### src/rtl/multicycle_control_if.sv
// Memory handshake bundle between the multi-cycle controller and the shared
// instruction/data memory.
interface multicycle_control_if;
  logic mem_req;
  logic mem_we;
  logic addr_src;
  logic mem_ready;

  modport master (
    output mem_req,
    output mem_we,
    output addr_src,
    input  mem_ready
  );

  modport slave (
    input  mem_req,
    input  mem_we,
    input  addr_src,
    output mem_ready
  );
endinterface

### src/rtl/multicycle_control.sv
// Main FSM of the multi-cycle RV32I datapath: sequences fetch/decode/execute/
// memory/writeback, traps illegal opcodes and optionally stalled memory accesses.
module multicycle_control #(
  parameter bit          TRAP_ON_ILLEGAL = 1'b1,
  parameter int unsigned MEM_TIMEOUT     = 0
) (
  input  logic                        clk,
  input  logic                        rst_n,
  input  logic [6:0]                  opcode,
  multicycle_control_if.master        mem,
  output logic                        ir_write,
  output logic                        pc_write,
  output logic                        reg_write,
  output logic [1:0]                  result_src,
  output logic [1:0]                  alu_src_a,
  output logic [1:0]                  alu_src_b,
  output logic [1:0]                  alu_op,
  output logic                        branch,
  output logic                        retire,
  output logic                        illegal,
  output logic                        bus_err,
  output logic [3:0]                  state_o
);

  typedef enum logic [3:0] {
    S_FETCH    = 4'd0,
    S_DECODE   = 4'd1,
    S_MEMADR   = 4'd2,
    S_MEMREAD  = 4'd3,
    S_MEMWB    = 4'd4,
    S_MEMWRITE = 4'd5,
    S_EXEC_R   = 4'd6,
    S_EXEC_I   = 4'd7,
    S_ALUWB    = 4'd8,
    S_BEQ      = 4'd9,
    S_JAL      = 4'd10,
    S_JALR     = 4'd11,
    S_LINK     = 4'd12,
    S_UPPER    = 4'd13,
    S_TRAP     = 4'd14
  } state_t;

  localparam logic [6:0] OP_LOAD   = 7'b0000011;
  localparam logic [6:0] OP_STORE  = 7'b0100011;
  localparam logic [6:0] OP_R      = 7'b0110011;
  localparam logic [6:0] OP_I      = 7'b0010011;
  localparam logic [6:0] OP_BRANCH = 7'b1100011;
  localparam logic [6:0] OP_JAL    = 7'b1101111;
  localparam logic [6:0] OP_JALR   = 7'b1100111;
  localparam logic [6:0] OP_LUI    = 7'b0110111;
  localparam logic [6:0] OP_AUIPC  = 7'b0010111;

  // A zero-width counter is not legal, so a disabled watchdog keeps one idle bit.
  localparam int unsigned WD_W = (MEM_TIMEOUT > 0) ? $clog2(MEM_TIMEOUT + 1) : 1;
  localparam logic [WD_W-1:0] WD_MAX = WD_W'(MEM_TIMEOUT);

  state_t          state_r;
  state_t          state_s;
  logic [WD_W-1:0] wd_cnt_r;
  logic            illegal_r;
  logic            bus_err_r;
  logic            lui_r;
  logic            mem_state_s;
  logic            wd_expired_s;

  // Watchdog qualifiers: which states wait on memory and whether the budget is spent.
  always_comb begin
    mem_state_s  = 1'b0;
    wd_expired_s = 1'b0;
    if ((state_r == S_FETCH) || (state_r == S_MEMREAD) || (state_r == S_MEMWRITE)) begin
      mem_state_s = 1'b1;
    end else begin
      mem_state_s = 1'b0;
    end
    if ((MEM_TIMEOUT > 0) && mem_state_s && !mem.mem_ready && (wd_cnt_r == WD_MAX)) begin
      wd_expired_s = 1'b1;
    end else begin
      wd_expired_s = 1'b0;
    end
  end

  // Next-state logic; a completing memory access takes priority over the watchdog.
  always_comb begin
    state_s = state_r;
    case (state_r)
      S_FETCH: begin
        if (mem.mem_ready) begin
          state_s = S_DECODE;
        end else if (wd_expired_s) begin
          state_s = S_TRAP;
        end else begin
          state_s = S_FETCH;
        end
      end
      S_DECODE: begin
        case (opcode)
          OP_LOAD, OP_STORE: state_s = S_MEMADR;
          OP_R:              state_s = S_EXEC_R;
          OP_I:              state_s = S_EXEC_I;
          OP_BRANCH:         state_s = S_BEQ;
          OP_JAL:            state_s = S_JAL;
          OP_JALR:           state_s = S_JALR;
          OP_LUI, OP_AUIPC:  state_s = S_UPPER;
          default: begin
            if (TRAP_ON_ILLEGAL) begin
              state_s = S_TRAP;
            end else begin
              state_s = S_FETCH;
            end
          end
        endcase
      end
      S_MEMADR: begin
        if (opcode == OP_LOAD) begin
          state_s = S_MEMREAD;
        end else begin
          state_s = S_MEMWRITE;
        end
      end
      S_MEMREAD, S_MEMWRITE: begin
        if (mem.mem_ready) begin
          state_s = (state_r == S_MEMREAD) ? S_MEMWB : S_FETCH;
        end else if (wd_expired_s) begin
          state_s = S_TRAP;
        end else begin
          state_s = state_r;
        end
      end
      S_MEMWB:  state_s = S_FETCH;
      S_EXEC_R: state_s = S_ALUWB;
      S_EXEC_I: state_s = S_ALUWB;
      S_ALUWB:  state_s = S_FETCH;
      S_BEQ:    state_s = S_FETCH;
      S_JAL:    state_s = S_ALUWB;
      S_JALR:   state_s = S_LINK;
      S_LINK:   state_s = S_ALUWB;
      S_UPPER:  state_s = S_ALUWB;
      S_TRAP:   state_s = S_TRAP;
      default:  state_s = S_FETCH;
    endcase
  end

  // State register.
  always_ff @(posedge clk or negedge rst_n) begin
    if (!rst_n) begin
      state_r <= S_FETCH;
    end else begin
      state_r <= state_s;
    end
  end

  // Stall counter, restarted on every state change.
  always_ff @(posedge clk or negedge rst_n) begin
    if (!rst_n) begin
      wd_cnt_r <= {WD_W{1'b0}};
    end else if (state_s != state_r) begin
      wd_cnt_r <= {WD_W{1'b0}};
    end else if (mem_state_s && !mem.mem_ready && (wd_cnt_r != WD_MAX)) begin
      wd_cnt_r <= wd_cnt_r + {{(WD_W-1){1'b0}}, 1'b1};
    end else begin
      wd_cnt_r <= wd_cnt_r;
    end
  end

  // Trap cause captured once on entry; TRAP is only left through reset.
  always_ff @(posedge clk or negedge rst_n) begin
    if (!rst_n) begin
      illegal_r <= 1'b0;
      bus_err_r <= 1'b0;
    end else if ((state_r != S_TRAP) && (state_s == S_TRAP)) begin
      illegal_r <= !wd_expired_s;
      bus_err_r <= wd_expired_s;
    end else begin
      illegal_r <= illegal_r;
      bus_err_r <= bus_err_r;
    end
  end

  // UPPER must not look at opcode again, so lui vs auipc is remembered from DECODE.
  always_ff @(posedge clk or negedge rst_n) begin
    if (!rst_n) begin
      lui_r <= 1'b0;
    end else if (state_r == S_DECODE) begin
      lui_r <= (opcode == OP_LUI);
    end else begin
      lui_r <= lui_r;
    end
  end

  // Output decode: Moore from state_r, except the FETCH enables which follow mem_ready.
  always_comb begin
    mem.mem_req  = 1'b0;
    mem.mem_we   = 1'b0;
    mem.addr_src = 1'b0;
    ir_write     = 1'b0;
    pc_write     = 1'b0;
    reg_write    = 1'b0;
    result_src   = 2'b00;
    alu_src_a    = 2'b00;
    alu_src_b    = 2'b00;
    alu_op       = 2'b00;
    branch       = 1'b0;
    retire       = 1'b0;
    illegal      = 1'b0;
    bus_err      = 1'b0;
    state_o      = state_r;
    case (state_r)
      S_FETCH: begin
        mem.mem_req = 1'b1;
        alu_src_b   = 2'b10;
        result_src  = 2'b10;
        ir_write    = mem.mem_ready;
        pc_write    = mem.mem_ready;
      end
      S_DECODE: begin
        alu_src_a = 2'b01;
        alu_src_b = 2'b01;
        if ((state_s == S_FETCH) && !TRAP_ON_ILLEGAL) begin
          retire = 1'b1;
        end else begin
          retire = 1'b0;
        end
      end
      S_MEMADR: begin
        alu_src_a = 2'b10;
        alu_src_b = 2'b01;
      end
      S_MEMREAD: begin
        mem.mem_req  = 1'b1;
        mem.addr_src = 1'b1;
      end
      S_MEMWB: begin
        reg_write  = 1'b1;
        result_src = 2'b01;
        retire     = 1'b1;
      end
      S_MEMWRITE: begin
        mem.mem_req  = 1'b1;
        mem.mem_we   = 1'b1;
        mem.addr_src = 1'b1;
        retire       = mem.mem_ready;
      end
      S_EXEC_R: begin
        alu_src_a = 2'b10;
        alu_op    = 2'b10;
      end
      S_EXEC_I: begin
        alu_src_a = 2'b10;
        alu_src_b = 2'b01;
        alu_op    = 2'b11;
      end
      S_ALUWB: begin
        reg_write = 1'b1;
        retire    = 1'b1;
      end
      S_BEQ: begin
        alu_src_a = 2'b10;
        alu_op    = 2'b01;
        branch    = 1'b1;
        retire    = 1'b1;
      end
      S_JAL: begin
        pc_write  = 1'b1;
        alu_src_a = 2'b01;
        alu_src_b = 2'b10;
      end
      S_JALR: begin
        alu_src_a  = 2'b10;
        alu_src_b  = 2'b01;
        result_src = 2'b10;
        pc_write   = 1'b1;
      end
      S_LINK: begin
        alu_src_a = 2'b01;
        alu_src_b = 2'b10;
      end
      S_UPPER: begin
        alu_src_a = lui_r ? 2'b11 : 2'b01;
        alu_src_b = 2'b01;
      end
      S_TRAP: begin
        illegal = illegal_r;
        bus_err = bus_err_r;
      end
      default: begin
        state_o = state_r;
      end
    endcase
  end

endmodule

### src/flat_wrapper.sv
// flat-port wrapper written by rule: the top's interface ports become plain ports
module multicycle_control_flat 
#(
  parameter bit          TRAP_ON_ILLEGAL = 1'b1,
  parameter int unsigned MEM_TIMEOUT     = 0
)
  (clk, rst_n, opcode, ir_write, pc_write, reg_write, result_src, alu_src_a, alu_src_b, alu_op, branch, retire, illegal, bus_err, state_o, mem_mem_req, mem_mem_we, mem_addr_src, mem_mem_ready);
  multicycle_control_if mem_i ();
  input  logic clk;
  input  logic rst_n;
  input  logic [6:0] opcode;
  output logic ir_write;
  output logic pc_write;
  output logic reg_write;
  output logic [1:0] result_src;
  output logic [1:0] alu_src_a;
  output logic [1:0] alu_src_b;
  output logic [1:0] alu_op;
  output logic branch;
  output logic retire;
  output logic illegal;
  output logic bus_err;
  output logic [3:0] state_o;
  output wire logic [$bits(mem_i.mem_req)-1:0] mem_mem_req;
  output wire logic [$bits(mem_i.mem_we)-1:0] mem_mem_we;
  output wire logic [$bits(mem_i.addr_src)-1:0] mem_addr_src;
  input wire logic [$bits(mem_i.mem_ready)-1:0] mem_mem_ready;
  assign mem_mem_req = mem_i.mem_req;
  assign mem_mem_we = mem_i.mem_we;
  assign mem_addr_src = mem_i.addr_src;
  assign mem_i.mem_ready = mem_mem_ready;
  multicycle_control #(.TRAP_ON_ILLEGAL(TRAP_ON_ILLEGAL), .MEM_TIMEOUT(MEM_TIMEOUT)) u_core (.clk(clk), .rst_n(rst_n), .opcode(opcode), .mem(mem_i), .ir_write(ir_write), .pc_write(pc_write), .reg_write(reg_write), .result_src(result_src), .alu_src_a(alu_src_a), .alu_src_b(alu_src_b), .alu_op(alu_op), .branch(branch), .retire(retire), .illegal(illegal), .bus_err(bus_err), .state_o(state_o));
endmodule
### config.mk
export PLATFORM = sky130hd
export DESIGN_NAME = multicycle_control_flat
export DESIGN_NICKNAME = d
export VERILOG_FILES = /design/src/rtl/multicycle_control_if.sv /design/src/rtl/multicycle_control.sv /design/src/flat_wrapper.sv
export SDC_FILE = /design/constraint.sdc
export NUM_CORES = 1
export LEC_CHECK = 0
export BUFFER_PORTS_ARGS = -buffer_cell sky130_fd_sc_hd__buf_2
export CAP_MARGIN = 30
export CORE_MARGIN = 4
export CORE_UTILIZATION = 42
export DETAILED_ROUTE_END_ITERATION = 7
export PLACE_DENSITY_LB_ADDON = 0.15
export SLEW_MARGIN = 25
export SYNTH_ARGS = -nofsm -noshare
export SYNTH_HDL_FRONTEND = slang
export SYNTH_SLANG_ARGS = --single-unit
### constraint.sdc
create_clock -name clk -period 1.5 [get_ports clk]
set_input_delay 0.225 -clock clk [delete_from_list [all_inputs] [get_ports clk]]
set_output_delay 0.225 -clock clk [all_outputs]
set_load 0.01 [all_outputs]
**Yosys cells after proc, flatten, opt, wreduce, memory -nomap -nowiden**

Cells that the tools add are included.

- Bits in registers: 6
- Output and inout port bits: 22
- Word-level logic and storage cells: 63
- Bits of input ports: 10

- Mux-type cells: 20
- Reduce and logical (&&, ||, !) cells: 15
- Eq/ne operators: 25

Operators by type and width:

| kind | number |
|---|---|
| $pmux 4 s7 | 2 |
| $eq 4x4->1 const B | 8 |
| $eq 7x6->1 const B | 3 |
| $eq 7x7->1 const B | 3 |
| $eq 4x3->1 const B | 4 |
| $reduce_or 5->1 | 3 |
| $eq 7x5->1 const B | 2 |
| $pmux 2 s3 | 2 |
| $reduce_or 2->1 | 6 |
| $reduce_or 3->1 | 4 |
| $eq 4x2->1 const B | 2 |
| $mux 1 | 8 |
| $pmux 2 s2 | 2 |
| $eq 7x2->1 const B | 1 |
| $mux 3 | 2 |
| $eq 4x1->1 const B | 1 |
| $logic_not 4->1 | 1 |
| $mux 4 | 1 |
| $ne 4x4->1 const B | 1 |
| $pmux 1 s2 | 2 |
| $mux 2 | 1 |
| $logic_and 1x1->1 | 1 |

**Logic depth before layout (Yosys ltp)**

- Depth in word-level cells: 6
- Depth in mapped cells: 6
- Mapped depth without buffers: 4

**Worst setup path before layout**

No wires, ideal clock.

- Path type: register -> output
- Start point: reg u_core.state_r[2], in the netlist u_core.state_o[2]
- End point: out pc_write
- Stages on the path, launching flop included: 6
- Data arrival time: 1.422 ns
- Required time: 1.275 ns
- Path buffers: 1
- Setup slack: -0.147 ns
- Path through: dfrtp_1 -> buf_2 -> nor2_1 -> nand2_1 -> nor3_1 -> o21bai_1

- Longest elaborated chain between the ends: 3
- Elaborated cells on any way between the ends: 5
- Those cells by class: eq/ne: 2; mux: 1; reduce/logical: 2

RTL lines:

| what | line | source |
|---|---|---|
| start: declaration | multicycle_control.sv:57 | `state_t state_r;` |
| start signal: assignment | multicycle_control.sv:148 | `state_r <= state_s;` |
| $eq 4x4->1 | multicycle_control.sv:207 | `case (state_r)` |
| $reduce_or 2->1 (no source line) | - |  |
| $pmux 1 s2 * | multicycle_control.sv:207 |  |
| end: declaration | flat_wrapper.sv:13 | `output logic pc_write;` |

Every way passes the cells marked *; elsewhere a longest branch is shown, timed or not.

**Worst setup path after layout**

- Start point: reg u_core.state_r[3], in the netlist u_core.state_o[3]
- End point: out pc_write

The elaborated chain is that of the path after synthesis.

==> impl_metrics.yaml <==
outcome:
  status: "finished, violations left"
  violations: "negative setup slack"
route:
  wl_um: 3850
  wire_per_inst_um: 19.3
  drc: 0
  antenna_left: 0
  drt-initial-drc-count: 37
  dr.pass1.iters: 4
  via_per_inst: 5.84
  num_vias: 1168
cts:
  clkSinkCount: 6
  max-clock-path-buffers: 2
  htree_levels: 1
  clockRootBuffer: "clkbuf_4"
  clkTransAtPathRegs_ns: 0.05
  clock_latency_ns: 0.25
  cts_buffers: 3
  cts_tree: "done"
power_and_ir_drop:
  leakage_nw: 0.719
  ir_worst_vdd_mv: 1.41
  p_per_area_nw_per_um2: 2230
sta:
  period_share_pct: 123
  fin_crit_ns: 1.84
  finalHoldViolCount: 0
  slew_viol_final: 0
  max_freq_mhz: 544
  finalWorstSetupSlack_ns: -0.339
  finalSetupViolCount: 20
  fin_skew_ns: 0.00115
  setup_tns_ns: -3.19
  rsz0062_at_grt: "true"
die:
  core_area_um2: 1730
  die_y_um: 50.6
  die_w_um: 50.6
  die_area_um2: 2560
  num_io_pins: 32
  row_count: 15
  initial_core_util_pct: 44.1
synthesis:
  syn_area_um2: 761
  synthCells: 106
  syn_nets: 116
  synth-seq-area-share_pct: 19.7
  synthDistinctLibCells: 38
  synth-seq-cells: 6
  synth_area_per_cell_um2: 7.18
  ys_warn_count: 0
final_layout:
  area_growth_pct: 108
  register_area_um2: 155
  fillerInstances: 79
  stdcell_count: 200
  layout.nets: 187
  final_common_cell: "buf_4"
  layout_common_cells: "buf_4, buf_2, buf_6"
  multi_input_area_um2: 727
  diodes: 0
  drive_above_1_share_pct: 69.7
setup_path:
  cp-end-kind: "primary output"
  cp_max_fo: 4
  crit_required_ns: 1.27
  reg2reg_depth: 7
  critical_path.startpoint_type: "register"
  cp.arrival_ns: 1.61
  path_class: "register to primary output"
placement:
  placedCellCount: 168
  gp_congestion: 0.844
  portBuffers: 30
  dp_hpwl_um: 1760
flow_run:
  maxCapViolations: 0
global_routing:
  grt_pass1_wl_um: 5030
  antenna_found_initial: 0
  grt_overflow: 0
  grt_pass1_vias: 1112
  grt_max_degree: 11
  track_usage_pct: 25.9
worst_hold_path:
  holdPathStages: 2
  min_path_type: "input pin to register"
[cell families (layout without fill, tap and decap cells)]
kind of cell | count (synthesis) | in the layout | synth area share [%]
flops | 6 | 6 | 19.7
compound gates | 30 | 30 | 30.8
buf+inv | 16 | 85 | 10.4
xor+xnor | 3 | 3 | 3.45
simple gates | 50 | 50 | 35.2
other cells | 1 | 1 | 0.493
[routing by layer]
| layer | up-vias | GRT usage (%) | routed length (µm) |
|---|---|---|---|
| li1 | 526 | - | - |
| met1 | 555 | 31.6 | 1550 |
| met2 | 74 | 45.0 | 1950 |
| met3 | 13 | 4.15 | 251 |
| met4 | 0 | 9.87 | 99 |
| met5 | - | 0 | 0 |
[state kept, by name, summed over array words and instances, names as in the netlist]
name              flops
u_core.state_o        4
u_core.lui_r          1
u_core.illegal_r      1
[path summary, 6_finish.rpt]
kind | slack [ns] | end | startpoint
max in group asynchronous | 0.99 | u_core.state_o[0] | rst_n
worst min register to register | 0.50 | u_core.lui_r | u_core.lui_r
worst max-delay path | -0.34 | pc_write | u_core.state_o[3]
worst max register to register | -0.20 | u_core.illegal_r | u_core.state_o[3]
min in group asynchronous | 0.34 | u_core.illegal_r | rst_n
worst min-delay path | 0.25 | u_core.state_o[1] | opcode[4]
[cell type report]
cell class / count / share of cell area [%]
multi-input combinational: 84 / 45.9
timing repair buffer: 75 / 38.5
sequential: 6 / 9.80
inverter: 7 / 2.37
tap: 25 / 1.98
clock buffer: 3 / 1.42
[Yosys cell counts]
cell type	number	area share [%]
a21o_1	1	0.99
or3b_1	1	1.2
inv_1	7	3.5
o32a_1	1	1.3
buf_6	1	1.5
clkbuf_1	1	0.49
a221oi_2	1	2.0
or3_1	1	0.82
o2bb2ai_1	1	1.2
nor3_1	8	5.3
o41ai_2	1	2.1
a21boi_0	1	0.99
o21bai_1	1	0.99
a311oi_2	1	2.0
buf_4	1	0.99
nor2_1	11	5.4
a32o_1	1	1.3
conb_1	1	0.49
o2111ai_1	1	1.2
and2_1	1	0.82
nand3_1	3	2.0
buf_2	5	3.3
o21ai_0	5	3.3
a21oi_1	7	4.6
o41ai_1	1	1.2
xnor2_1	3	3.5
nor2b_1	4	3.3
nor3b_1	3	3.0
a32oi_1	2	2.3
nand2_1	9	4.4
clkbuf_2	1	0.66
o21ba_2	1	1.3
nand2b_1	5	4.1
dfrtp_1	6	20
o22ai_1	3	2.5
and3b_1	2	2.3
o22ai_2	1	1.6
nor4bb_1	2	2.6
[repair_timing]
item                       4_1_cts  5_1_grt
resized for setup               32       42
gates cloned                     1        1
setup endpoints to repair       19       20
pin swaps                        5       21
hold buffers                     1        0
hold endpoints to repair         6        0
buffers inserted                14       13
[where the power goes]
part	total [W]	leakage (nW)	switching, W	internal (W)
registers	0.000323	0.0693	0.000103	0.000220
logic	0.00304	0.636	0.00145	0.00159
clock network	0.000163	0.0138	0.0000718	0.0000915
total	0.00353	0.719	0.00162	0.00190
[critical path: stages, from the launching register on]
cell	delay (ns)
dfrtp_2	0.44
buf_6	0.14
nor2_4	0.15
nand2_2	0.08
nor3_2	0.21
o21bai_1	0.16
buf_2	0.18
[metrics by stage]
stage	utilization [%]	hold slack (ns)	total power (W)	worst slack (ns)	cell area, µm²
5_1_grt	91.7	0.273	0.00370	-0.398	1580
2_1_floorplan	-	-0.0706	0.00132	0.00244	785
3_3_place_gp	59.9	0.0527	0.00192	-0.00515	1030
3_5_place_dp	59.9	0.0559	0.00194	-0.0584	1030
6_report	91.7	0.254	0.00353	-0.339	1580
4_1_cts	76.4	0.241	0.00274	-0.154	1320
(Power assumes the default switching activity.)
